## src/rtl/player_controller.sv

```systemverilog
// Sprite motion controller: synchronizes three buttons and, once per frame step,
// moves the player horizontally and runs a GROUNDED/RISING/FALLING jump FSM.
module player_controller #(
  parameter int SCREEN_W = 640,
  parameter int PLAYER_W = 16,
  parameter int GROUND_Y = 400,
  parameter int X_INIT   = 312,
  parameter int SPEED    = 4,
  parameter int JUMP_V   = 12,
  parameter int GRAVITY  = 1,
  parameter int MAX_FALL = 15
) (
  input  logic       clk,
  input  logic       rst_n,
  input  logic       frame_tick,
  input  logic       left_button,
  input  logic       right_button,
  input  logic       jump,
  output logic [9:0] player_x,
  output logic [9:0] player_y,
  output logic       airborne,
  output logic       update_done
);

  localparam int VY_W  = 5;
  localparam int X_MAX = SCREEN_W - PLAYER_W;

  typedef logic signed [11:0] calc_t;
  typedef enum logic [1:0] {GROUNDED, RISING, FALLING} state_t;

  localparam calc_t SPEED_S  = calc_t'(SPEED);
  localparam calc_t X_MAX_S  = calc_t'(X_MAX);
  localparam calc_t GROUND_S = calc_t'(GROUND_Y);
  localparam calc_t GRAV_S   = calc_t'(GRAVITY);
  localparam calc_t MFALL_S  = calc_t'(MAX_FALL);

  // Arithmetic is done 12-bit signed so under/overflow clamps instead of wrapping.
  function automatic logic [9:0] clamp_pos(input calc_t v, input calc_t hi);
    if (v < calc_t'(0))
      clamp_pos = '0;
    else if (v > hi)
      clamp_pos = hi[9:0];
    else
      clamp_pos = v[9:0];
  endfunction

  function automatic calc_t min_s(input calc_t a, input calc_t b);
    min_s = (a < b) ? a : b;
  endfunction

  logic [2:0]      btn_p0, btn_p1;
  logic            tick_p0;
  logic            step;
  logic            btn_l, btn_r, btn_j;
  logic            j_prev_p1;
  logic            vld_p1;
  state_t          state_p1, state_nxt;
  logic [9:0]      x_p1, y_p1, x_nxt, y_nxt;
  logic [VY_W-1:0] vy_p1, vy_nxt;
  calc_t           x_s, y_s, vy_s, nv;

  assign btn_l = btn_p1[2];
  assign btn_r = btn_p1[1];
  assign btn_j = btn_p1[0];
  assign step  = frame_tick & ~tick_p0;

  assign x_s  = signed'({2'b00, x_p1});
  assign y_s  = signed'({2'b00, y_p1});
  assign vy_s = signed'({{(12-VY_W){1'b0}}, vy_p1});
  assign nv   = min_s(vy_s + GRAV_S, MFALL_S);

  // Stage p0/p1: button synchronizers (stored active-high) and tick history
  always_ff @(posedge clk or negedge rst_n) begin
    if (!rst_n) begin
      btn_p0    <= '0;
      btn_p1    <= '0;
      tick_p0   <= 1'b0;
      vld_p1    <= 1'b0;
      j_prev_p1 <= 1'b0;
      state_p1  <= GROUNDED;
      x_p1      <= X_INIT[9:0];
      y_p1      <= GROUND_Y[9:0];
      vy_p1     <= '0;
    end else begin
      btn_p0  <= {~left_button, ~right_button, ~jump};
      btn_p1  <= btn_p0;
      tick_p0 <= frame_tick;
      vld_p1  <= step;
      if (step) begin
        state_p1  <= state_nxt;
        x_p1      <= x_nxt;
        y_p1      <= y_nxt;
        vy_p1     <= vy_nxt;
        j_prev_p1 <= btn_j;
      end
    end
  end

  always_comb begin
    state_nxt = state_p1;
    x_nxt     = x_p1;
    y_nxt     = y_p1;
    vy_nxt    = vy_p1;

    if (btn_l && !btn_r)
      x_nxt = clamp_pos(x_s - SPEED_S, X_MAX_S);
    else if (btn_r && !btn_l)
      x_nxt = clamp_pos(x_s + SPEED_S, X_MAX_S);

    case (state_p1)
      GROUNDED: begin
        if (btn_j && !j_prev_p1) begin
          state_nxt = RISING;
          vy_nxt    = VY_W'(JUMP_V);
        end
      end
      RISING: begin
        y_nxt = clamp_pos(y_s - vy_s, GROUND_S);
        // Apex: the last upward move uses the old vy, then the fall starts from rest.
        if (vy_s <= GRAV_S) begin
          state_nxt = FALLING;
          vy_nxt    = '0;
        end else begin
          vy_nxt = VY_W'(vy_s - GRAV_S);
        end
      end
      FALLING: begin
        if (y_s + nv >= GROUND_S) begin
          state_nxt = GROUNDED;
          y_nxt     = GROUND_S[9:0];
          vy_nxt    = '0;
        end else begin
          y_nxt  = clamp_pos(y_s + nv, GROUND_S);
          vy_nxt = VY_W'(nv);
        end
      end
      default: state_nxt = GROUNDED;
    endcase
  end

  assign player_x    = x_p1;
  assign player_y    = y_p1;
  assign airborne    = (state_p1 != GROUNDED);
  assign update_done = vld_p1;

endmodule
```

## config.mk

```make
export PLATFORM = sky130hd
export DESIGN_NAME = player_controller
export DESIGN_NICKNAME = d
export VERILOG_FILES = /design/src/rtl/player_controller.sv
export SDC_FILE = /design/constraint.sdc
export NUM_CORES = 1
export LEC_CHECK = 0
export ABC_AREA = 1
export CORE_MARGIN = 5
export CORE_UTILIZATION = 50
export CTS_CLUSTER_DIAMETER = 80
export DETAILED_ROUTE_END_ITERATION = 10
export PLACE_DENSITY = 0.71
export SYNTH_ARGS = -nofsm -noshare
export SYNTH_HDL_FRONTEND = slang
export SYNTH_SLANG_ARGS = --single-unit
```

## constraint.sdc

```tcl
create_clock -name clk -period 7.8 [get_ports clk]
set_clock_uncertainty 0.15 [all_clocks]
set_input_delay 1.56 -clock clk [delete_from_list [all_inputs] [get_ports clk]]
set_output_delay 1.56 -clock clk [all_outputs]
set_load 0.005 [all_outputs]
```

# Word-level counts from Yosys, hierarchy flattened
# Cells that the tools add are included.
# W data, S select, Z words.
dict set report classes {
  addsub 6
  order_cmp 11
  n_eq_ne 5
  mux 21
  bitwise 5
  n_reduce_logical 15
}
# op n
set op_table {}
lappend op_table {{$mux W10} 11}
lappend op_table {{$lt A11 B1 Y1 const B} 4}
lappend op_table {{$gt A11 B10 Y1 const B} 2}
lappend op_table {{$pmux W10 S2} 1}
lappend op_table {{$mux W5} 3}
lappend op_table {{$pmux W5 S3} 1}
lappend op_table {{$ge A12 B10 Y1 const B} 1}
lappend op_table {{$add A10 B3 Y11 const B} 1}
lappend op_table {{$add A10 B6 Y11} 1}
lappend op_table {{$gt A11 B11 Y1 const B} 1}
lappend op_table {{$gt A11 B9 Y1 const B} 1}
lappend op_table {{$sub A10 B3 Y11 const B} 1}
lappend op_table {{$sub A10 B5 Y11} 1}
lappend op_table {{$add A5 B1 Y6 const B} 1}
lappend op_table {{$lt A6 B4 Y1 const B} 1}
lappend op_table {{$mux W2} 3}
lappend op_table {{$mux W6} 1}
lappend op_table {{$ne A2 B2 Y1 const B} 3}
lappend op_table {{$pmux W2 S3} 1}
lappend op_table {{$reduce_bool A2 Y1} 3}
lappend op_table {{$le A5 B1 Y1 const B} 1}
lappend op_table {{$sub A5 B1 Y5 const B} 1}
lappend op_table {{$not A1 Y1} 4}
lappend op_table {{$reduce_and A2 Y1} 2}
lappend op_table {{other kinds (9)} 13}
dict set report word_totals {
  register_bits 36
  input_bits 6
  out_inout_bits 22
}

# Longest topological paths before layout
dict set report logic_depth {
  word_depth 9
  mapped_depth 24
}

# Worst setup path before layout
# OpenSTA, ideal clock, no wires.
dict set report synth_path {
  path_kind {register -> register}
  start {register vy_p1[0]}
  end {register state_p1[0]}
  setup_time_ps 123
  t_arrival_ps 2570
  required_ps 7527
  path_slack_ps 4957
  path_stages_with_launch 24
  path_buffers 0
  cell_sequence {dfrtp_1 > ha_1 > nand3_1 > nor2_1 > nand2_1 > nand2_1 > nand2_1 > ha_1 > inv_1 > fa_1 > inv_1 > nand3_1 > nand2_1 > nand2_1 > nand2_1 > nand2_1 > nand2_1 > nand2_1 > inv_2 > nor2_8 > nand2_4 > nand3_2 > nand2_1 > o21ai_1}
}
dict set report synth_between {
  elab_chain_len 7
  word_cells_on_any_way 9
  cone_classes {add/sub: 2; order compare: 3; eq/ne: 2; mux: 1; reduce/logical: 1}
}
# element line_no
set synth_lines {}
lappend synth_lines {{start, declared} 59} ;# logic [VY_W-1:0] vy_p1, vy_nxt;
lappend synth_lines {{start signal, assigned} 93} ;# vy_p1 <= vy_nxt;
lappend synth_lines {{$add A5 B1 Y6} 70} ;# assign nv = min_s(vy_s + GRAV_S, MFALL_S);
lappend synth_lines {{$lt A6 B4 Y1} 48} ;# min_s = (a < b) ? a : b;
lappend synth_lines {{$mux W6} 48}
lappend synth_lines {{$add A10 B6 Y11} 128} ;# if (y_s + nv >= GROUND_S) begin
lappend synth_lines {{$ge A12 B10 Y1} 128}
lappend synth_lines {{$ne A2 B2 Y1 (no line)} -}
lappend synth_lines {{$reduce_and A4 Y1 (no line) *} -}
lappend synth_lines {{end signal, assigned} 90} ;# state_p1 <= state_nxt;
lappend synth_lines {{end, declared} 57} ;# state_t state_p1, state_nxt;
# Every way passes the cells marked *; elsewhere a longest branch is shown, timed or not.
# A chain may end at the register's enable or synchronous reset.

# Worst setup path after layout
dict set report layout_path {
  start {input frame_tick}
  end {register y_p1[2], in the netlist player_y[2]}
}
dict set report layout_between {
  elab_chain_len 2
}
# element line_no
set layout_lines {}
lappend layout_lines {{start, declared} 15} ;# input logic frame_tick,
lappend layout_lines {{$and A1 B1 Y1} 65} ;# assign step = frame_tick & ~tick_p0;
lappend layout_lines {{via step} 53} ;# logic step;
lappend layout_lines {{$reduce_and A2 Y1 (no line)} -}
lappend layout_lines {{end signal, assigned} 82} ;# y_p1 <= GROUND_Y[9:0];
lappend layout_lines {{end signal, assigned} 92} ;# y_p1 <= y_nxt;
lappend layout_lines {{end, declared} 58} ;# logic [9:0] x_p1, y_p1, x_nxt, y_nxt;
# The timed path passes the listed nets, and every way through them passes these cells.

==> results.cfg <==
[detailed_routing]
vias_per_cell = 5.25
ant_nets = 0
wl_per_cell_um = 12.9
drc = 0
drt_wl_total_um = 7590
firstDrtPassIters = 5
drt_iter0_drc = 256
num_vias = 3083

[setup_path]
crit_required_ps = 7820
startpoint = frame_tick
critPathSlowestCell = nor2_1
critPathKind = in -> reg
worstPathMaxFanout = 11
critPathBufInv = 4
worstReg2RegStart = vy_p1[0]$_DFFE_PN0P_
cp_cell_sequence = clkdlybuf4s50_1 -> inv_1 -> nor2_2 -> inv_1 -> nor2_1 -> clkinv_1 -> nand2_1 -> nand2_1
critPathTopFamily = buffers and inverters
critPathCaptureType = flip-flop
worstPathArrival_ps = 3440
critPathMaxStageDelay_ps = 500
worstSetupStartpointType = primary input

[floorplan]
placementRows = 29
core_um2 = 6310
pin_count = 28
die_area_um2 = 8190
die_h_um = 90.5
die_x_um = 90.5
start_util_pct = 51.3

[clock_tree]
clk_pin_slew_ps = 70
clkSinkCount = 34
cts-buffers-inserted = 5
postCtsHoldBufs = 0
cts-root-buf = clkbuf_8
cts_resized = 0
postCtsSetupBuffers = 0
cts_tree = done
clock_latency_ps = 280
htreeDepth = 2
clockBufferDepth = 2

[timing]
period_share_pct = 43.8
maxSlewHeadroom_pct = 49.5
period_needed_ps = 3420
finalHoldViolations = 0
fin_ws_ps = 4380
setup_violations = 0
fmax_ghz = 0.292
drv_slew = 0
setup_tns_ps = 0
worst_pin_slew_ps = 757
rsz0062_at_grt = false

[grt]
grt_pass1_wl_um = 12900
grt_usage_pct = 18.5
grt_pass1_vias = 2818
global_route.overflow_total = 0
grt_start_max_net_pins = 35
antenna_found_initial = 0

[yosys]
ys_types = 47
seq_area_frac_synth_pct = 26.5
synthFlopType = dfrtp_1
syn-instance-count = 482
ys_seq_elements = 34
async_flop_share_pct = 100
syn_area_um2 = 3240
synth_area_leaders = dfrtp_1 (21%), nand2_1 (19%), ha_1 (8.5%)
synth_top_area_cell = dfrtp_1
yosysTopAreaCellShare_pct = 20.9
synth_edf_count = 0
syn_area_per_cell_um2 = 6.72
yosysWarnings = 0

[layout]
fin_util_pct = 57.5
diodes = 0
final_common_cell = nand2_1
fin_nets = 539
syn_to_final_growth_pct = 12.1
drive_gt1_share_pct = 10.2
final_cell_mix = nand2_1 (163), inv_1 (72), nand3_1 (42), nor2_1 (32), dfrtp_1 (27)
final_area_um2 = 3630

[pwr]
ir_drop_mv = 0.205
p_clk_share_pct = 8.4
p_sw_share_pct = 52.1
powerDensity_nw_per_um2 = 433
net-switching-power_mw = 0.818
sequentialPowerShare_pct = 22.3
p_comb_share_pct = 69.3
p_leak_nw = 1.90
p_int_mw = 0.753
p_total_mw = 1.57

[placement]
placed_cell_area_um2 = 3530
pre_cts_ws_ps = 4110
gp_congestion = 0.953
dpl.hpwl_um = 6130
portBuffers = 25

[status]
status = complete, no violations

[flow_run]
maxCapViolCount = 0

[min_path]
hold_class = reg -> reg
min-delay-start = btn_p0[1]$_DFF_PN0_
==> final cells by class <==
class,count,area (µm²)
sequential,34,860
tap,77,96.3
inverter,78,293
clock inverter,2,12.5
clock buffer,6,82.6
timing repair buffer,25,245
multi-input combinational,365,2040
fill,637,2680
==> metal layers <==
metal  global-route usage, %  share of wire, %  vias up  routed length, µm
met5                       0                 0        -                  0
met3                    3.08               4.5       15                340
met2                    29.7                44       81               3370
met4                    4.34               1.4        0                104
li1                        -                 -     1573                  -
met1                    26.1                50     1414               3770
==> final timing paths <==
check                                          endpoint  slack [ps]  depth (start not counted)
min in group asynchronous       player_x[9]$_DFFE_PN0P_        1200                          1
worst min register to register      btn_p1[1]$_DFF_PN0_         200                          0
max in group asynchronous          vy_p1[3]$_DFFE_PN0P_        5820                          1
worst max-delay path            player_y[2]$_DFFE_PN0P_        4380                          8
worst max register to register  state_p1[0]$_DFFE_PN0P_        4410                         21
worst min-delay path                btn_p1[1]$_DFF_PN0_         200                          0
==> power by group through the flow <==
stage	sequential, mW	clock, mW	combinational (mW)
3_5_place_dp	0.353	0	1.07
2_1_floorplan	0.305	0	0.847
3_3_place_gp	0.352	0	1.05
4_1_cts	0.350	0.138	1.08
6_report	0.350	0.132	1.09
5_1_grt	0.364	0.148	1.23
==> cell usage after synthesis, types with 2 or more instances <==
library cell,instances
nand2_1,163
inv_1,72
nand3_1,42
nor2_1,32
dfrtp_1,27
ha_1,22
nand4_1,16
nand2_2,9
xor2_1,9
o21ai_0,8
dfstp_2,7
xnor2_1,7
a21oi_1,5
inv_2,5
nand3_2,5
nand3b_1,5
o21ai_1,5
buf_4,4
nor2_2,4
buf_2,3
a21boi_2,2
a21oi_2,2
fa_1,2
nor3_2,2
o211ai_1,2
==> metrics by stage <==
step | hold slack, ps | cells
after floorplan | 181 | 485
after global placement | 181 | 579
after detailed placement | 186 | 579
after CTS | 202 | 587
after global routing | 214 | 587
final | 198 | 587
==> flip-flops by register name (all words and copies together), names as in the netlist, 2 cells and up <==
signal    flops
player_y     10
btn_p0        3
btn_p1        3
state_p1      2
player_x      8
vy_p1         5
==> worst reg2reg max path, delay by kind of cell (launching register included) <==
family,cells,cell delay (ps)
buffers and inverters,3,340
AO/OA/AOI/OAI,1,60
AND/OR/NAND/NOR,14,1280
adder cells (fa/ha/maj),3,970
flip-flops,1,490
==> logic make-up (layout without fill, tap and decap cells) <==
family / Yosys count / in the layout / share of synthesized area [%]
AO/OA/AOI/OAI: 35 / 35 / 7.23
XOR/XNOR: 17 / 17 / 5.18
adder cells (fa/ha/maj): 24 / 24 / 9.74
buffers and inverters: 86 / 111 / 10.8
flip-flops: 34 / 34 / 26.5
other: 1 / 4 / 0.116
AND/OR/NAND/NOR: 285 / 285 / 40.4
(Power assumes the default switching activity.)
==> patch 1, RTL diff (same settings) <==
Encoding of `state_t`: now one-hot (3 bits for 3 states).
--- a/src/rtl/player_controller.sv
+++ b/src/rtl/player_controller.sv
@@ -28,3 +28,3 @@
   typedef logic signed [11:0] calc_t;
-  typedef enum logic [1:0] {GROUNDED, RISING, FALLING} state_t;
+  typedef enum logic [2:0] {GROUNDED = 3'b001, RISING = 3'b010, FALLING = 3'b100} state_t;
 
Formal check against the unedited RTL: no difference found for any inputs over 10 cycles, from zero or initial values and one cycle with rst_n low; not proved beyond that.
==> patch 1 against the original RTL <==
  * Routed wire length is 1.1% lower
  * Combinational power is 9% lower
  * Sequential share of layout area is 1.1 points higher
  * Sequential cell count is 1 higher
  * Worst setup slack worse by 0.088 ns
  * Power is 3.5% lower
  * Critical path type is now register to primary output
  * Via count is 3.7% lower
  * Highest routed layer unchanged
  * Sequential power is 2% higher
  * Area after synthesis is 2.6% lower
  * Final area is 1.4% lower
==> patch 1: results (changes against the original RTL) <==
grt_antenna_before_repair: 0  # unchanged
crit_family: "buffers and inverters"
fin_nets: 535  # -0.74%
cts_setup_buffers: 0  # unchanged
cts_resized: 0  # unchanged
clk_latency_ns: 0.28  # about the same
firstDrtPassIters: 4  # -1
yosysUniqueCellTypes: 40  # -15%
drt_iter0_markers: 218  # -15%
fin_cells: 586  # -0.17%
drive_gt1_share_pct: 9.04  # -1.2 points
htree_levels: 2  # unchanged
ys_top_cells_by_count: "nand2_1 (168), inv_1 (74), nand3_1 (37), nor2_1 (33), dfrtp_1 (27)"
globalplace.congestion: 0.885  # -7.1%
largest_reg_flops: 10  # unchanged
clockRootBuffer: "clkbuf_8"
cap_violations: 0  # unchanged
grt_max_degree: 36  # +2.9%
synth-seq-area-share_pct: 28.1  # +1.5 points
numPortBuffers: 25  # unchanged
hold_class: "register to register"
cts_buffer_depth: 2  # unchanged
yosysWarnings: 0  # unchanged
p_leak_nw: 1.92  # +1.1%
cp_max_fo: 3  # -8
met2_usage_pct: 33.6  # +4.0 points
grt_pass1_wl_um: 13500  # +4.1%
viasPerCell: 5.07  # -3.5%
dpl.hpwl_um: 5990  # -2.2%
worst_pin_slew_ns: 0.756  # -0.00128 ns
vdd_ir_drop_max_mv: 0.221  # +7.7%
synth-main-ff-cell: "dfrtp_1"
pre_cts_slack_ns: 4.32  # +0.207 ns
fill_cells: 616  # -3.3%
status: "completed"
grtUsageMet3_pct: 3.41  # +0.33 points
cts_made_buffers: 5  # unchanged
first_global_vias: 2930  # +4.0%
post_drt_wl_per_cell_um: 12.8  # -0.89%
n_antenna_cell: 0  # unchanged
synth_top_cells_by_area: "dfrtp_1 (21%), nand2_1 (20%), inv_1 (8.8%)"
grtUsageTotal_pct: 21.1  # +2.6 points
slowest_stage: "dfstp_2"
place_inst: 578  # -0.17%
syn_avg_cell_area_um2: 6.57  # -2.1%
arrival_ns: 1.80  # -1.64 ns
clkTransAtPathRegs_ns: 0.07  # about the same
maxSlewViolCount: 0  # unchanged
dpl_cell_area_um2: 3460  # -2.1%
critPathMaxStageDelay_ns: 0.54  # +0.04 ns
grtUsageMet1_pct: 30.5  # +4.5 points
postSynth.asyncResetShare_pct: 100  # unchanged
[patch 1: cell families (layout without fill, tap and decap cells)]
logic type / count (synthesis) / count (layout) / synth area share [%]
fa+ha+maj: 21 / 21 / 8.80
other cells: 1 / 4 / 0.119
simple gates: 291 / 291 / 41.8
flops: 35 / 35 / 28.1
xor+xnor: 16 / 16 / 4.44
buf+inv: 83 / 109 / 10.6
compound gates: 33 / 33 / 6.22
[patch 1: power by group]
part / internal (W) / switching [W]
Combinational: 0.000398 / 0.000594
Clock: 0.000103 / 0.0000646
Sequential: 0.000253 / 0.000104
Total: 0.000754 / 0.000762
[patch 1: final timing paths]
check | from | end | slack, ns | cells past startpoint
min in group asynchronous | rst_n | state_p1[2] | 1.19 | 1
setup reg to reg | vy_p1[1] | state_p1[2] | 4.43 | 20
hold reg to reg | btn_p0[2] | btn_p1[2] | 0.20 | 0
setup / recovery | state_p1[0] | airborne | 4.29 | 4
max in group asynchronous | rst_n | btn_p1[1] | 5.82 | 1
hold / removal | btn_p0[2] | btn_p1[2] | 0.20 | 0
[patch 1: worst reg2reg max path, delay by kind of cell (launching register included)]
| kind | cells | cell delay, ns |
|---|---|---|
| fa+ha+maj | 2 | 0.63 |
| compound gates | 1 | 0.07 |
| flops | 1 | 0.52 |
| simple gates | 17 | 1.91 |
[patch 1: layout make-up]
type	instances	area share [%]
clock buffer	6	2.31
clock inverter	2	0.979
inverter	76	7.97
multi-input combinational	365	54.4
sequential	35	24.8
tap	77	2.69
timing repair buffer	25	6.86
[patch 1: metal layers]
metal / vias up / part of all wire (%)
li1: 1554 / -
met1: 1351 / 50
met2: 57 / 45
met3: 8 / 4.0
met4: 0 / 1.1
met5: - / 0
[patch 1: per-stage QoR]
step | hold slack (ns) | util [%] | power (W)
finish | 0.196 | 57.3 | 0.00152
floorplan | 0.181 | - | 0.00107
global route | 0.204 | 57.3 | 0.00169
CTS | 0.201 | 57.3 | 0.00152
global placement | 0.181 | 55.4 | 0.00133
detailed placement | 0.186 | 55.4 | 0.00134
==> patch 2, RTL diff (config.mk and constraints unchanged) <==
Made on the original files. Set the localparam `VY_W` to 10 (it was 5).
--- a/src/rtl/player_controller.sv
+++ b/src/rtl/player_controller.sv
@@ -24,3 +24,3 @@
 
-  localparam int VY_W  = 5;
+  localparam int VY_W  = 10;
   localparam int X_MAX = SCREEN_W - PLAYER_W;
Function: same outputs for any inputs over 10 cycles, from zero or initial values and one cycle with rst_n low; that may be too few to reach the edited logic, so the function may still have changed.
==> patch 2 against the original RTL <==
  * Utilization fell by 0.49 points
  * First-iteration DRC count fell by 11%
  * Area after synthesis rose by 21%
  * Sequential cell count rose by 5
  * Worst setup slack got worse by 0.14 ns
  * Largest power group unchanged
  * Sequential share of layout area fell by 1.2 points
  * Worst hold slack improved by 0.0022 ns
  * Power rose by 32%
  * Routed wire length rose by 22%
  * Non-clock buffer count did not move
  * Global-route usage rose by 1.2 points
  * Count of clock-buffer cells in the layout did not move
  * Final area rose by 21%
==> patch 2: results (changes against the original RTL) <==
arrival_ns: 3.59  # +0.15 ns
synth_fa_ha_area_share_pct: 10.6  # +0.88 points
n_antenna_cell: 0  # unchanged
grtUsageMet3_pct: 1.84  # -1.2 points
place_inst: 717  # +24%
grt_pass1_wl_um: 16100  # +25%
synth_compound_area_share_pct: 6.68  # -0.54 points
dpl.hpwl_um: 7590  # +24%
drive_gt1_share_pct: 9.31  # -0.89 points
fin_nets: 660  # +22%
first_global_vias: 3447  # +22%
wl_met1_um: 4520  # +20%
viasPerCell: 5.13  # -2.3%
critPathMaxStageDelay_ns: 0.69  # +0.19 ns
slew_headroom_pct: 40.4  # -9.1 points
crit_family: "compound AO/OA/AOI/OAI gates"
highest_layer: "met4"
dpl_cell_area_um2: 4250  # +20%
drt_iter0_markers: 229  # -11%
ys_top_cells_by_count: "nand2_1 (196), inv_1 (93), nand3_1 (43), nor2_1 (36), dfrtp_1 (32)"
pre_cts_slack_ns: 4.00  # -0.113 ns
met2_usage_pct: 32.0  # +2.3 points
globalplace.congestion: 0.949  # -0.46%
fin_cells: 725  # +24%
numPortBuffers: 25  # unchanged
grtUsageMet1_pct: 27.8  # +1.7 points
grtUsageTotal_pct: 19.8  # +1.2 points
synth_top_cells_by_area: "dfrtp_1 (20%), nand2_1 (19%), ha_1 (9.6%)"
vdd_ir_drop_max_mv: 0.199  # -2.7%
synth-seq-area-share_pct: 25.2  # -1.4 points
wl_met3_um: 325  # -4.4%
yosysWarnings: 0  # unchanged
wl_met2_um: 4220  # +25%
yosysUniqueCellTypes: 41  # -13%
clkTransAtPathRegs_ns: 0.08
slowest_stage: "a21oi_1"
grt_max_degree: 40  # +14%
status: "completed"
clockRootBuffer: "clkbuf_8"
syn_avg_cell_area_um2: 6.61  # -1.6%
powerDensity_nw_per_um2: 475  # +9.7%
p_leak_nw: 2.40  # +27%
cts_made_buffers: 5  # unchanged
cts_setup_buffers: 0  # unchanged
cp_max_fo: 11  # unchanged
drt-total-wl_um: 9290  # +22%
synth_xor_area_share_pct: 5.79  # +0.61 points
## patch 2: changes by cell type after synthesis, sizes merged, moves of 3 or more
| cell | delta |
|---|---|
| inv | +25 |
| o22ai | +4 |
| nand2 | +29 |
| nor2 | +9 |
| dfrtp | +5 |
| nand4 | +5 |
| a21oi | +9 |
| nor3 | +3 |
| xor2 | +10 |
| ha | +8 |
| nand3 | +4 |
## patch 2: path summary, 6_finish.rpt
check                                 from           to  slack, ns  cells past startpoint
worst max-delay path            frame_tick     vy_p1[1]       4.24                      9
worst min-delay path             btn_p0[0]    btn_p1[0]       0.20                      0
worst max register to register    vy_p1[0]  state_p1[1]       4.29                     24
worst min register to register   btn_p0[0]    btn_p1[0]       0.20                      0
max in group asynchronous            rst_n  player_y[2]       5.70                      1
min in group asynchronous            rst_n  player_y[0]       1.24                      1
## patch 2: layout make-up
class,count,area (µm²)
clock buffer,6,72.6
clock inverter,2,60.1
fill,748,3310
inverter,104,390
multi-input combinational,447,2500
sequential,39,985
tap,102,128
timing repair buffer,25,245
## patch 2: where the power goes
part / total (W) / internal, W / switching (W)
Combinational: 0.00150 / 0.000562 / 0.000935
Clock: 0.000199 / 0.000128 / 0.0000714
Sequential: 0.000385 / 0.000279 / 0.000106
Total: 0.00208 / 0.000969 / 0.00111
## patch 2: cells by family (layout without fill, tap and decap cells)
kind of cell | count (synthesis) | in the layout
xor gates and xnor gates | 25 | 25
other | 1 | 8
AOI/OAI and AO/OA | 45 | 45
adders and majority gates | 32 | 32
DFF | 39 | 39
buffers and inverters | 113 | 137
and+or+nand+nor | 337 | 337
